==> src/rtl/bank_pkg.sv <==
// Shared definitions for the register-bank loader and the register bank:
// bus widths, bank address map and the loader state encoding.
package bank_pkg;

  localparam int AMBA_WORD       = 16;
  localparam int AMBA_ADDR_DEPTH = 20;
  localparam int MAX_SIZE        = 720;

  // Bank address map
  localparam int ADDR_CTRL     = 0;
  localparam int ADDR_WHITE    = 1;
  localparam int ADDR_PSIZE    = 2;
  localparam int ADDR_WSIZE    = 3;
  localparam int ADDR_HDR_LAST = 9;
  localparam int ADDR_PIX0     = 'h0A;

  typedef enum logic [2:0] {
    IDLE  = 3'd0,
    HDR   = 3'd1,
    CALC  = 3'd2,
    PIX   = 3'd3,
    START = 3'd4,
    DONE  = 3'd5
  } loader_state_e;

endpackage

==> src/rtl/bank_size_calc.sv <==
// Registered pixel-count calculator: total = Np*Np + Nw*Nw and a range flag
// raised when either size exceeds MAX. The result settles one clock after
// the sizes change, long before the loader reaches its CALC state.
module bank_size_calc #(
  parameter int W   = 16,
  parameter int AW  = 21,
  parameter int MAX = 720
) (
  input  logic          clk,
  input  logic          rst,
  input  logic [W-1:0]  i_np,
  input  logic [W-1:0]  i_nw,
  output logic [AW-1:0] o_total,
  output logic          o_range_err
);

  logic [AW-1:0] w_np_sq;
  logic [AW-1:0] w_nw_sq;
  logic [AW-1:0] r_total;
  logic          r_range_err;

  // Squares are only meaningful for legal sizes, which always fit in AW bits.
  assign w_np_sq = AW'(i_np) * AW'(i_np);
  assign w_nw_sq = AW'(i_nw) * AW'(i_nw);

  // Register the sum and the range check.
  always_ff @(posedge clk) begin
    // NOTE: sequential state uses non-blocking assignments so every register
    // samples pre-edge values regardless of block ordering.
    if (!rst) begin
      r_total     <= '0;
      r_range_err <= 1'b0;
    end else begin
      r_total     <= w_np_sq + w_nw_sq;
      r_range_err <= (i_np > W'(MAX)) || (i_nw > W'(MAX));
    end
  end

  assign o_total     = r_total;
  assign o_range_err = r_range_err;

endmodule

==> src/rtl/bank_loader.sv <==
// Register-bank loader: takes a valid/ready word stream (9 header words then
// Np*Np + Nw*Nw pixels), writes it to bank addresses 0x01 upward and finally
// writes CTRL=1 to launch processing. All outputs are registered.
// Optional feature: define LOADER_CHECKSUM_EN to add the checksum output
// (modulo-2^Amba_Word sum of all header and pixel words written).
module bank_loader
  import bank_pkg::*;
#(
  parameter int Amba_Word       = AMBA_WORD,
  parameter int Amba_Addr_Depth = AMBA_ADDR_DEPTH,
  parameter int Max_Size        = MAX_SIZE
) (
  input  logic                     clk,
  input  logic                     rst,
  input  logic                     go,
  input  logic                     s_valid,
  input  logic [Amba_Word-1:0]     s_data,
  output logic                     s_ready,
  output logic                     write_en,
  output logic [Amba_Addr_Depth:0] addr,
  output logic [Amba_Word-1:0]     data_out,
  output logic                     busy,
  output logic                     done,
  output logic                     err
`ifdef LOADER_CHECKSUM_EN
  ,
  output logic [Amba_Word-1:0]     checksum
`endif
);

  localparam int AW = Amba_Addr_Depth + 1;
  localparam int CW = 4;

  loader_state_e        r_state,    w_state;
  logic [CW-1:0]        r_hdr_cnt,  w_hdr_cnt;
  logic [AW-1:0]        r_pix_addr, w_pix_addr;
  logic [Amba_Word-1:0] r_np,       w_np;
  logic [Amba_Word-1:0] r_nw,       w_nw;
  logic                 r_s_ready,  w_s_ready;
  logic                 r_write_en, w_write_en;
  logic [AW-1:0]        r_addr,     w_addr;
  logic [Amba_Word-1:0] r_data,     w_data;
  logic                 r_busy,     w_busy;
  logic                 r_done,     w_done;
  logic                 r_err,      w_err;
`ifdef LOADER_CHECKSUM_EN
  logic [Amba_Word-1:0] r_checksum, w_checksum;
`endif

  logic [AW-1:0]        w_total;
  logic                 w_range_err;
  logic                 w_accept;

  bank_size_calc #(
    .W   (Amba_Word),
    .AW  (AW),
    .MAX (Max_Size)
  ) u_size_calc (
    .clk         (clk),
    .rst         (rst),
    .i_np        (r_np),
    .i_nw        (r_nw),
    .o_total     (w_total),
    .o_range_err (w_range_err)
  );

  // s_ready is a registered decode of the state, so acceptance is simply this.
  assign w_accept = r_s_ready & s_valid;

  // Next-state and next-output decode.
  always_comb begin
    // NOTE: every signal gets a default before the case so no path leaves a
    // value unassigned, which would otherwise infer a latch.
    w_state    = r_state;
    w_hdr_cnt  = r_hdr_cnt;
    w_pix_addr = r_pix_addr;
    w_np       = r_np;
    w_nw       = r_nw;
    w_write_en = 1'b0;
    w_addr     = r_addr;
    w_data     = r_data;
    w_busy     = r_busy;
    w_done     = r_done;
    w_err      = r_err;
`ifdef LOADER_CHECKSUM_EN
    w_checksum = r_checksum;
`endif

    case (r_state)
      IDLE, DONE: begin
        if (go) begin
          w_state   = HDR;
          w_hdr_cnt = CW'(ADDR_WHITE);
          w_busy    = 1'b1;
          w_done    = 1'b0;
          w_err     = 1'b0;
`ifdef LOADER_CHECKSUM_EN
          w_checksum = '0;
`endif
        end
      end

      HDR: begin
        if (w_accept) begin
          w_write_en = 1'b1;
          w_addr     = AW'(r_hdr_cnt);
          w_data     = s_data;
`ifdef LOADER_CHECKSUM_EN
          w_checksum = r_checksum + s_data;
`endif
          if (r_hdr_cnt == CW'(ADDR_PSIZE)) w_np = s_data;
          if (r_hdr_cnt == CW'(ADDR_WSIZE)) w_nw = s_data;
          if (r_hdr_cnt == CW'(ADDR_HDR_LAST)) begin
            w_state = CALC;
          end else begin
            w_hdr_cnt = r_hdr_cnt + CW'(1);
          end
        end
      end

      CALC: begin
        if (w_range_err) begin
          w_state = DONE;
          w_err   = 1'b1;
          w_busy  = 1'b0;
          w_done  = 1'b1;
        end else if (w_total == '0) begin
          w_state = START;
        end else begin
          w_state    = PIX;
          w_pix_addr = AW'(ADDR_PIX0);
        end
      end

      PIX: begin
        if (w_accept) begin
          w_write_en = 1'b1;
          w_addr     = r_pix_addr;
          w_data     = s_data;
`ifdef LOADER_CHECKSUM_EN
          w_checksum = r_checksum + s_data;
`endif
          w_pix_addr = r_pix_addr + AW'(1);
          if (r_pix_addr == AW'(ADDR_HDR_LAST) + w_total) w_state = START;
        end
      end

      START: begin
        w_write_en = 1'b1;
        w_addr     = AW'(ADDR_CTRL);
        w_data     = Amba_Word'(1);
        w_state    = DONE;
        w_busy     = 1'b0;
        w_done     = 1'b1;
      end

      default: w_state = IDLE;
    endcase

    w_s_ready = (w_state == HDR) || (w_state == PIX);
  end

  // State and output registers with synchronous active-low reset.
  always_ff @(posedge clk) begin
    if (!rst) begin
      r_state    <= IDLE;
      r_hdr_cnt  <= '0;
      r_pix_addr <= '0;
      r_np       <= '0;
      r_nw       <= '0;
      r_s_ready  <= 1'b0;
      r_write_en <= 1'b0;
      r_addr     <= '0;
      r_data     <= '0;
      r_busy     <= 1'b0;
      r_done     <= 1'b0;
      r_err      <= 1'b0;
`ifdef LOADER_CHECKSUM_EN
      r_checksum <= '0;
`endif
    end else begin
      r_state    <= w_state;
      r_hdr_cnt  <= w_hdr_cnt;
      r_pix_addr <= w_pix_addr;
      r_np       <= w_np;
      r_nw       <= w_nw;
      r_s_ready  <= w_s_ready;
      r_write_en <= w_write_en;
      r_addr     <= w_addr;
      r_data     <= w_data;
      r_busy     <= w_busy;
      r_done     <= w_done;
      r_err      <= w_err;
`ifdef LOADER_CHECKSUM_EN
      r_checksum <= w_checksum;
`endif
    end
  end

  assign s_ready  = r_s_ready;
  assign write_en = r_write_en;
  assign addr     = r_addr;
  assign data_out = r_data;
  assign busy     = r_busy;
  assign done     = r_done;
  assign err      = r_err;
`ifdef LOADER_CHECKSUM_EN
  assign checksum = r_checksum;
`endif

endmodule

==> config.mk <==
export PLATFORM = sky130hd
export DESIGN_NAME = bank_loader
export DESIGN_NICKNAME = d
export VERILOG_FILES = /design/src/rtl/bank_pkg.sv /design/src/rtl/bank_size_calc.sv /design/src/rtl/bank_loader.sv
export SDC_FILE = /design/constraint.sdc
export NUM_CORES = 1
export LEC_CHECK = 0
export BUFFER_PORTS_ARGS = -buffer_cell sky130_fd_sc_hd__buf_4
export CAP_MARGIN = 20
export CELL_PAD_IN_SITES_DETAIL_PLACEMENT = 0
export CELL_PAD_IN_SITES_GLOBAL_PLACEMENT = 2
export CORE_ASPECT_RATIO = 1.2
export CORE_MARGIN = 3
export CORE_UTILIZATION = 30
export CTS_CLUSTER_SIZE = 20
export DETAILED_ROUTE_END_ITERATION = 7
export PLACE_DENSITY_LB_ADDON = 0.15
export REMOVE_ABC_BUFFERS = 1
export SKIP_LAST_GASP = 1
export SLEW_MARGIN = 20
export SYNTH_ARGS = -nofsm -noshare
export SYNTH_HDL_FRONTEND = slang
export SYNTH_SLANG_ARGS = --single-unit
==> constraint.sdc <==
create_clock -name clk -period 11 [get_ports clk]
set_input_delay 0.55 -clock clk [delete_from_list [all_inputs] [get_ports clk]]
set_output_delay 0.55 -clock clk [all_outputs]
set_load 0.03 [all_outputs]
# After elaboration in Yosys (flattened, before gate mapping)
# Cells that the tools add are included.
[totals] ramBits=0 mem_count=0 latchBits=0 ff_bits=124 mem_bits_ro=0 output_inout_bits=42 input_bits=20 elab_cells=92
[op_classes] n_addsub=4 shifts=0 magnitude_cmp=2 n_div=0 reduce_logical=20 mux=30 n_bitwise=1 n_eq_ne=19 n_mul=2
[ops] cell="2-to-1 mux 21 bit" n=5
[ops] cell="one-hot mux 21 bit (3 select lines)" n=1
[ops] cell="multiplier 16 x 16 -> 21 bit" n=2
[ops] cell="one-hot mux 21 bit (2 select lines)" n=1
[ops] cell="> comparator 16 x 10 -> 1 bit, second input constant" n=2
[ops] cell="one-hot mux 16 bit (2 select lines)" n=1
[ops] cell="adder 21 x 1 -> 21 bit, second input constant" n=1
[ops] cell="adder 21 bit" n=1
[ops] cell="adder 4 x 21 -> 21 bit, first input constant" n=1
[ops] cell="equality test 21 bit" n=1
[ops] cell="logical NOT 21 bit" n=1
[ops] cell="2-to-1 mux 3 bit" n=7
[ops] cell="2-to-1 mux 16 bit" n=1
[ops] cell="one-hot mux 3 bit (5 select lines)" n=1
[ops] cell="AND reduction 3 bit" n=5
[ops] cell="2-to-1 mux 4 bit" n=3
[ops] cell="inequality test 2 bit, second input constant" n=6
[ops] cell="equality test 3 x 2 -> 1 bit, second input constant" n=3
[ops] cell="equality test 4 x 2 -> 1 bit, second input constant" n=2
[ops] cell="one-hot mux 4 bit (2 select lines)" n=1
[ops] cell="AND reduction 4 bit" n=2
[ops] cell="nonzero test 2 bit" n=4
[ops] cell="equality test 3 x 1 -> 1 bit, second input constant" n=2
[ops] cell="equality test 3 bit, second input constant" n=2
[ops] cell="other kinds (12)" n=22

# Depth between registers and ports, before layout
# Gate-level depths: netlist (run 1).
[depth] ltp_word=7 mapped_depth=28 ltp_nobuf=26

# Modules after synthesis
# A second synthesis (run 1) with hierarchy kept.
[hier_totals] cells_unflattened=1726 hier_area_um2=15672.5
[by_module_without_submodules] module="bank_size_calc" area_per_inst_um2=10752.8 instances=1 seq_area_each_um2=440.4 cells_per_inst=1116
[by_module_without_submodules] module="bank_loader" area_per_inst_um2=4919.7 instances=1 seq_area_each_um2=2042.0 cells_per_inst=610

# Worst setup path before layout (run 1)
# OpenSTA, ideal clock, no wires.
[synth_path] kind="register -> register" from="reg r_np[2]" to="reg u_size_calc.r_total[17] (netlist: u_size_calc.o_total[17])" period_less_slack_ns=6.687 required_time_ns=10.922 path_buffers=2 t_arrival_ns=6.609 path_slack_ns=4.313 stages_incl_launch_ff=24 setup_time_ns=0.078 cell_sequence="dfxtp_1 -> clkbuf_1 -> clkbuf_1 -> nand2_1 -> fa_1 -> fa_1 -> inv_1 -> fa_1 -> inv_1 -> fa_1 -> inv_1 -> fa_1 -> fa_1 -> fa_1 -> inv_1 -> fa_1 -> inv_1 -> ha_1 -> a21o_1 -> a21oi_1 -> o221ai_1 -> o311a_1 -> o21a_1 -> nor3_1"
[synth_between] elab_chain_cells=2
[synth_lines] element="start, declared" line_no="bank_loader.sv:37" source="logic [Amba_Word-1:0] r_np, w_np;"
[synth_lines] element="start signal, assigned" line_no="bank_loader.sv:185" source="r_np <= w_np;"
[synth_lines] element="multiplier 16 x 16 -> 21 bit" line_no="bank_size_calc.sv:23" source="assign w_np_sq = AW'(i_np) * AW'(i_np);"
[synth_lines] element="adder 21 bit" line_no="bank_size_calc.sv:34" source="r_total <= w_np_sq + w_nw_sq;"
[synth_lines] element="end signal, assigned" line_no="bank_size_calc.sv:34"
[synth_lines] element="end, declared" line_no="bank_size_calc.sv:19" source="logic [AW-1:0] r_total;"
# No other way between the ends.
# A chain may end at the register's enable or synchronous reset.

# Final worst setup path (run 1)
[layout_path] from="reg r_np[4]" to="reg u_size_calc.r_total[17] (netlist: u_size_calc.o_total[17])"
# The elaborated chain is that of the path after synthesis.

==> qor.txt, run 1 <==
outcome: finished clean
Slew Limit Headroom: 0.377
Synthesis Warnings: 0
I/O Buffers: 61
Synth Cell Area: 15700 um2
WL/cell: 18.1 um
Min Clock Period, post-route: 7.27 ns
GPL Wtd Cong: 0.808
Max VDD drop: 0.100 mV
Layout Skew: 0.0134 ns
Vias: 11200
final hold viol count: 0
Final HPWL DP: 37000 um
Distinct cells, synth: 68
core box area: 51600 um2
most common cell after layout, fill and taps aside: inv_1
H-tree levels: 4
clk slew on worst S/H paths: 0.06 ns
CP required: 11.34 ns
Seq/Total Area, Yosys: 0.158
Arr. time, crit path: 7.61 ns
clk buf depth: 2
initial core utilization: 0.305
GRT overflow: 0
final wirelength: 44600 um
RSZ-0062 raised after global routing: no
ant diodes: 0
# hold bufs at CTS: 0
Vias/cell: 4.53
Die X-Extent: 215 um
Setup violations, final: 0
Post-Synth XOR/XNOR Area: 0.0529
maximum fanout along the worst path: 19
DP Area: 16900 um2
DIE AREA: 55200 um2
Adder-Cell Fraction of Synth Area: 0.447
share of the synthesized area in the top cell type: 0.346
Area Overhead vs Synth: 11.0%
Compound-Gate Fraction of Synth Area: 0.0759
die height: 257 um
startpoint types: flip-flop
largest net degree at the start of global routing: 61
CTS tree: built
number of setup buffers added after CTS: 0
remaining antenna violation count: 0
Initial DRT Pass Iterations: 4
Synth Area in Simple Gates: 0.151
Remaining DRCs: 0
num ports: 62
max cap viols: 0
final instance area: 17500 um2
final worst-path cycle share: 0.661
Net count, final: 2172
power density over the cells: 59.7 nW/um2
Post-synth EDFFs: 0
largest family of logic cells by synthesized area: adder cells
CTS Sinks: 124
crit path capture type: flip-flop
top post-synthesis cells by area: fa_1 35%, dfxtp_1 16%, ha_1 10%, inv_1 9.2%, and2_1 4.1%
cell taking the most area after synthesis: fa_1
Pwr Total: 1040 uW
worst slew pin tran: 0.935 ns
initial antenna violation count: 0
via count of the first global-routing pass: 12600
GRT Total Usage: 0.168
top_reg_cell synth: dfxtp_1
global-route wire length before repair: 72100 um
std cell rows: 91
Resized cells post-CTS: 0
most frequent cells in the layout: 385 x inv_1, 272 x fa_1, 151 x nand2_1
synthesized instance count: 1733
layout cells sized above 1: 0.0753
Worst Hold Class: in -> reg
fraction of registers with async set/reset: 0
synthesized area per cell: 9.07 um2
TritonCTS Buffers: 17
synthesized flop and latch total: 124
static leakage: 0.00818 uW
post-synthesis mux area share: 0.00398
1st-iter DRT viols: 390
clock root buffer: clkbuf_16
setup TNS: 0 ns
WS Path Type: reg -> reg
Skew-Pair Late Insertion Delay: 0.43 ns
fin util: 0.339
Fmax: 0.138 GHz
pins over their slew limit: 0
## area by class of cell
| class | count | area, um2 |
|---|---|---|
| Timing Repair Buffer | 77 | 578 |
| Tap cell | 697 | 872 |
| Clock inverter | 14 | 134 |
| Multi-Input combinational cell | 1148 | 11500 |
| Sequential cell | 124 | 2480 |
| Inverter | 386 | 1450 |
| Clock buffer | 18 | 439 |
| Fill cell | 5462 | 34100 |
## through the flow
step | worst slack [ns] | instances | hold WS, ns
2_1_floorplan | 4.37 | 1658 | 0.482
3_3_place_gp | 3.75 | 2432 | 0.462
3_5_place_dp | 3.75 | 2432 | 0.463
4_1_cts | 3.71 | 2464 | 0.333
5_1_grt | 3.40 | 2464 | 0.352
6_report | 3.73 | 2464 | 0.362
## final timing paths
path | from | endpoint | slack (ns) | cells after the start
worst max-delay path | r_np[4]$_SDFFE_PN0P_ | u_size_calc.o_total[17]$_SDFF_PN0_ | 3.73 | 22
worst min-delay path | s_data[12] | data_out[12]$_SDFFE_PN0P_ | 0.36 | 2
worst max register to register | r_np[4]$_SDFFE_PN0P_ | u_size_calc.o_total[17]$_SDFF_PN0_ | 3.73 | 22
worst min register to register | data_out[0]$_SDFFE_PN0P_ | data_out[0]$_SDFFE_PN0P_ | 0.47 | 2
## power by group
part           switching (uW)  leakage (uW)  internal [uW]
clock network             226      0.000272            321
logic                    26.5       0.00691           13.1
registers                4.12       0.00100            452
total                     257       0.00818            786
## cell usage after synthesis, types with 32 or more instances
cell type	instances
inv_1	385
fa_1	272
nand2_1	151
ha_1	126
dfxtp_1	124
and2_1	103
nor2_1	77
clkbuf_1	66
a21oi_1	58
xnor2_1	58
nand3_1	51
xor2_1	37
a22o_1	32
## worst max-delay path, cell delays in order, from the launching register on
cell      delay [ns]
dfxtp_1         0.82
and2_1          0.27
inv_1           0.07
fa_1            0.50
fa_1            0.52
inv_1           0.05
fa_1            0.49
inv_1           0.06
fa_1            0.53
inv_1           0.05
fa_1            0.48
fa_1            0.52
fa_1            0.49
inv_1           0.05
fa_1            0.48
inv_1           0.04
ha_1            0.34
a21o_1          0.20
a21oi_1         0.35
o221ai_1        0.23
o311a_1         0.35
o21a_1          0.17
nor3_1          0.11
## state kept, by name, indices dropped and copies added, names as in the netlist
| register | cells |
|---|---|
| addr | 21 |
| busy | 1 |
| data_out | 16 |
| done | 1 |
| err | 1 |
| r_hdr_cnt | 4 |
| r_np | 16 |
| r_nw | 16 |
| r_pix_addr | 21 |
| r_state | 3 |
| s_ready | 1 |
| u_size_calc.o_range_err | 1 |
| u_size_calc.o_total | 21 |
| write_en | 1 |
## logic make-up after synthesis
logic type,Yosys count
simple gates,476
buf+inv,461
xor+xnor,95
fa+ha+maj,398
flops,124
compound gates,173
mux,6
## metal layers
layer  up-vias  track usage  wire [um]
met2        83        0.323      24600
met5         -            0          0
met1      5669        0.204      18900
li1       5386            -          -
met3        26       0.0142        562
met4         0       0.0342        590
Note: power is estimated with default switching activity, not from simulation.
==> inputs of run 2 (changes only) <==
==> constraint.sdc (replaced) <==
create_clock -name clk -period 7.1 [get_ports clk]
set_input_delay 0.355 -clock clk [delete_from_list [all_inputs] [get_ports clk]]
set_output_delay 0.355 -clock clk [all_outputs]
set_load 0.03 [all_outputs]
==> qor.txt, run 2 (same netlist as run 1, synthesis figures left out) <==
maximum fanout along the worst path: 11 (-8)
final worst-path cycle share: 0.957 (+0.296)
Slew Limit Headroom: 0.396 (+0.0195)
WL met3: 610 um (+8.5%)
clock network fraction of total power: 0.546 (+0.021)
WL met1: 17500 um (-7.2%)
P_sw: 438 uW (+71%)
most frequent cells in the layout: 385 x inv_1, 272 x fa_1, 151 x nand2_1
initial antenna violation count: 1 (+1)
initial core utilization: 0.305 (unchanged)
CP Cell Sequence: and2_1, fa_1, fa_1, inv_1, fa_1, inv_1, fa_1, fa_1, fa_1, fa_1, inv_1, fa_1, inv_1, ha_1, or2_2, o22ai_1, o21bai_1, nand2_1, a21oi_1, or3_1, a21oi_1
num ports: 62 (unchanged)
cell-internal power: 1250 uW (+59%)
ant diodes: 0 (unchanged)
Die X-Extent: 215 um (unchanged)
crit path capture type: flip-flop
number of setup buffers added after CTS: 0 (unchanged)
Layout Skew: 0.00935 ns (-0.00404 ns)
Fmax: 0.147 GHz (+7.0%)
Setup violations, final: 0 (unchanged)
DR WL met2: 27200 um (+11%)
final instance area: 17700 um2 (+1.3%)
Max VDD drop: 0.150 mV (+50%)
Reg power frac: 0.418 (-0.019)
Skew-Pair Late Insertion Delay: 0.44 ns (about the same)
clk slew on worst S/H paths: 0.06 ns (about the same)
CP max-delay cell: dfxtp_1
Arr. time, crit path: 7.15 ns (-0.46 ns)
DR top layer: met5
most common cell after layout, fill and taps aside: inv_1
power density over the cells: 95.5 nW/um2 (+60%)
outcome: finished clean
H-tree levels: 4 (unchanged)
DP Worst Slack: 0.291 ns (-3.46 ns)
CTS tree: built
CTS Sinks: 124 (unchanged)
std cell rows: 91 (unchanged)
TritonCTS Buffers: 17 (unchanged)
GPL Wtd Cong: 0.811 (+0.36%)
Most Frequent Cell on Critical Path: fa_1
CP required: 7.46 ns (-3.88 ns)
setup TNS: 0 ns (unchanged)
final worst setup slack: 0.307 ns (-3.42 ns)
GRT Total Usage: 0.175 (+0.00678)
max incr delay on CP: 0.70 ns (-0.12 ns)
die height: 257 um (unchanged)
Vias: 11300 (+1.3%)
Crit path max-delay family: adder cells
remaining antenna violation count: 0 (unchanged)
Remaining DRCs: 0 (unchanged)
static leakage: 0.00833 uW (+1.9%)
pins over their slew limit: 0 (unchanged)
DIE AREA: 55200 um2 (unchanged)
WS Path Type: reg -> reg
max cap viols: 0 (unchanged)
Net count, final: 2196 (+1.1%)
WL/cell: 18.7 um (+3.0%)
final wirelength: 46400 um (+4.0%)
Worst Hold Class: in -> reg
Comb pwr share: 0.036 (-0.002)
Initial DRT Pass Iterations: 5 (+1)
post-route non-filler standard cell count: 2488 (+0.97%)
Min Clock Period, post-route: 6.79 ns (-0.477 ns)
global-route wire length before repair: 74000 um (+2.6%)
Sw Share: 0.260 (+0.0132)
layout cells sized above 1: 0.0888 (+0.0135)
DP Area: 17100 um2 (+1.1%)
clk buf depth: 2 (unchanged)
Area Overhead vs Synth: 12.5%
fin util: 0.343 (+0.00434)
Vias/cell: 4.55 (+0.34%)
largest net degree at the start of global routing: 57 (-6.6%)
startpoint types: flip-flop
clock root buffer: clkbuf_16
worst slew pin tran: 0.906 ns (-0.0292 ns)
1st-iter DRT viols: 433 (+11%)
Final HPWL DP: 38800 um (+4.9%)
via count of the first global-routing pass: 12700 (+0.74%)
Worst Path Buf+Inv: 4 (-2)
Fillers: 5428 (-0.62%)
final hold viol count: 0 (unchanged)
GRT overflow: 0 (unchanged)
I/O Buffers: 61 (unchanged)
core box area: 51600 um2 (unchanged)
# hold bufs at CTS: 0 (unchanged)
placed instance count: 2456 (+0.99%)
RSZ-0062 raised after global routing: yes
run 2: cell count changes in the layout (fill, tap and decap cells not counted), sizes merged:
cell / before / now
clkinvlp: 4 / 1
bufinv: 1 / 2
clkinv: 3 / 2
inv: 392 / 396
buf: 77 / 101
clkbuf: 18 / 17
run 2: power by group through the flow:
stage / registers (uW) / clock network (uW) / logic, uW
floorplan: 725 / 0 / 23.7
global placement: 722 / 0 / 61.9
detailed placement: 722 / 0 / 62.2
CTS: 706 / 951 / 62.5
global route: 706 / 975 / 67.2
finish: 706 / 922 / 60.7
run 2: routing by layer:
metal  track usage  vias up
li1              -     5433
met1         0.192     5734
met2         0.353      100
met3        0.0167       42
met4        0.0468        2
met5             0        -
run 2: path summary, 6_finish.rpt:
| kind | from | endpoint | slack [ns] | cells past startpoint |
|---|---|---|---|---|
| setup / recovery | r_np[11]$_SDFFE_PN0P_ | u_size_calc.o_total[20]$_SDFF_PN0_ | 0.31 | 21 |
| hold / removal | s_data[13] | data_out[13]$_SDFFE_PN0P_ | 0.15 | 2 |
| hold reg to reg | data_out[0]$_SDFFE_PN0P_ | data_out[0]$_SDFFE_PN0P_ | 0.47 | 2 |
| setup reg to reg | r_np[11]$_SDFFE_PN0P_ | u_size_calc.o_total[20]$_SDFF_PN0_ | 0.31 | 21 |
run 2: worst reg2reg max path, cell delays in order, from the launching register on:
cell	delay, ns
dfxtp_1	0.70
and2_1	0.29
fa_1	0.44
fa_1	0.49
inv_1	0.08
fa_1	0.55
inv_1	0.06
fa_1	0.49
fa_1	0.58
fa_1	0.43
fa_1	0.50
inv_1	0.05
fa_1	0.48
inv_1	0.08
ha_1	0.23
or2_2	0.32
o22ai_1	0.20
o21bai_1	0.14
nand2_1	0.08
a21oi_1	0.05
or3_1	0.35
a21oi_1	0.16
run 2: final cells by class:
class | instances | area [um2] | area share
inverters | 386 | 1450 | 0.0819
flip-flops and latches | 124 | 2480 | 0.140
clock buffers | 17 | 425 | 0.0241
multi-input cells | 1148 | 11500 | 0.651
well taps | 697 | 872 | 0.0493
clock inverters | 15 | 174 | 0.00983
repair buffers | 101 | 771 | 0.0436
run 2: metrics by stage:
step / hold WS (ns) / power [uW]
2_1_floorplan: 0.477 / 749
3_3_place_gp: 0.463 / 784
3_5_place_dp: 0.459 / 784
4_1_cts: 0.126 / 1720
5_1_grt: 0.139 / 1750
6_report: 0.147 / 1690
run 2: repair_timing:
action	CTS	global route
setup endpoints to repair	0	3
gates resized for setup	0	2
endpoints found under the hold margin	0	0
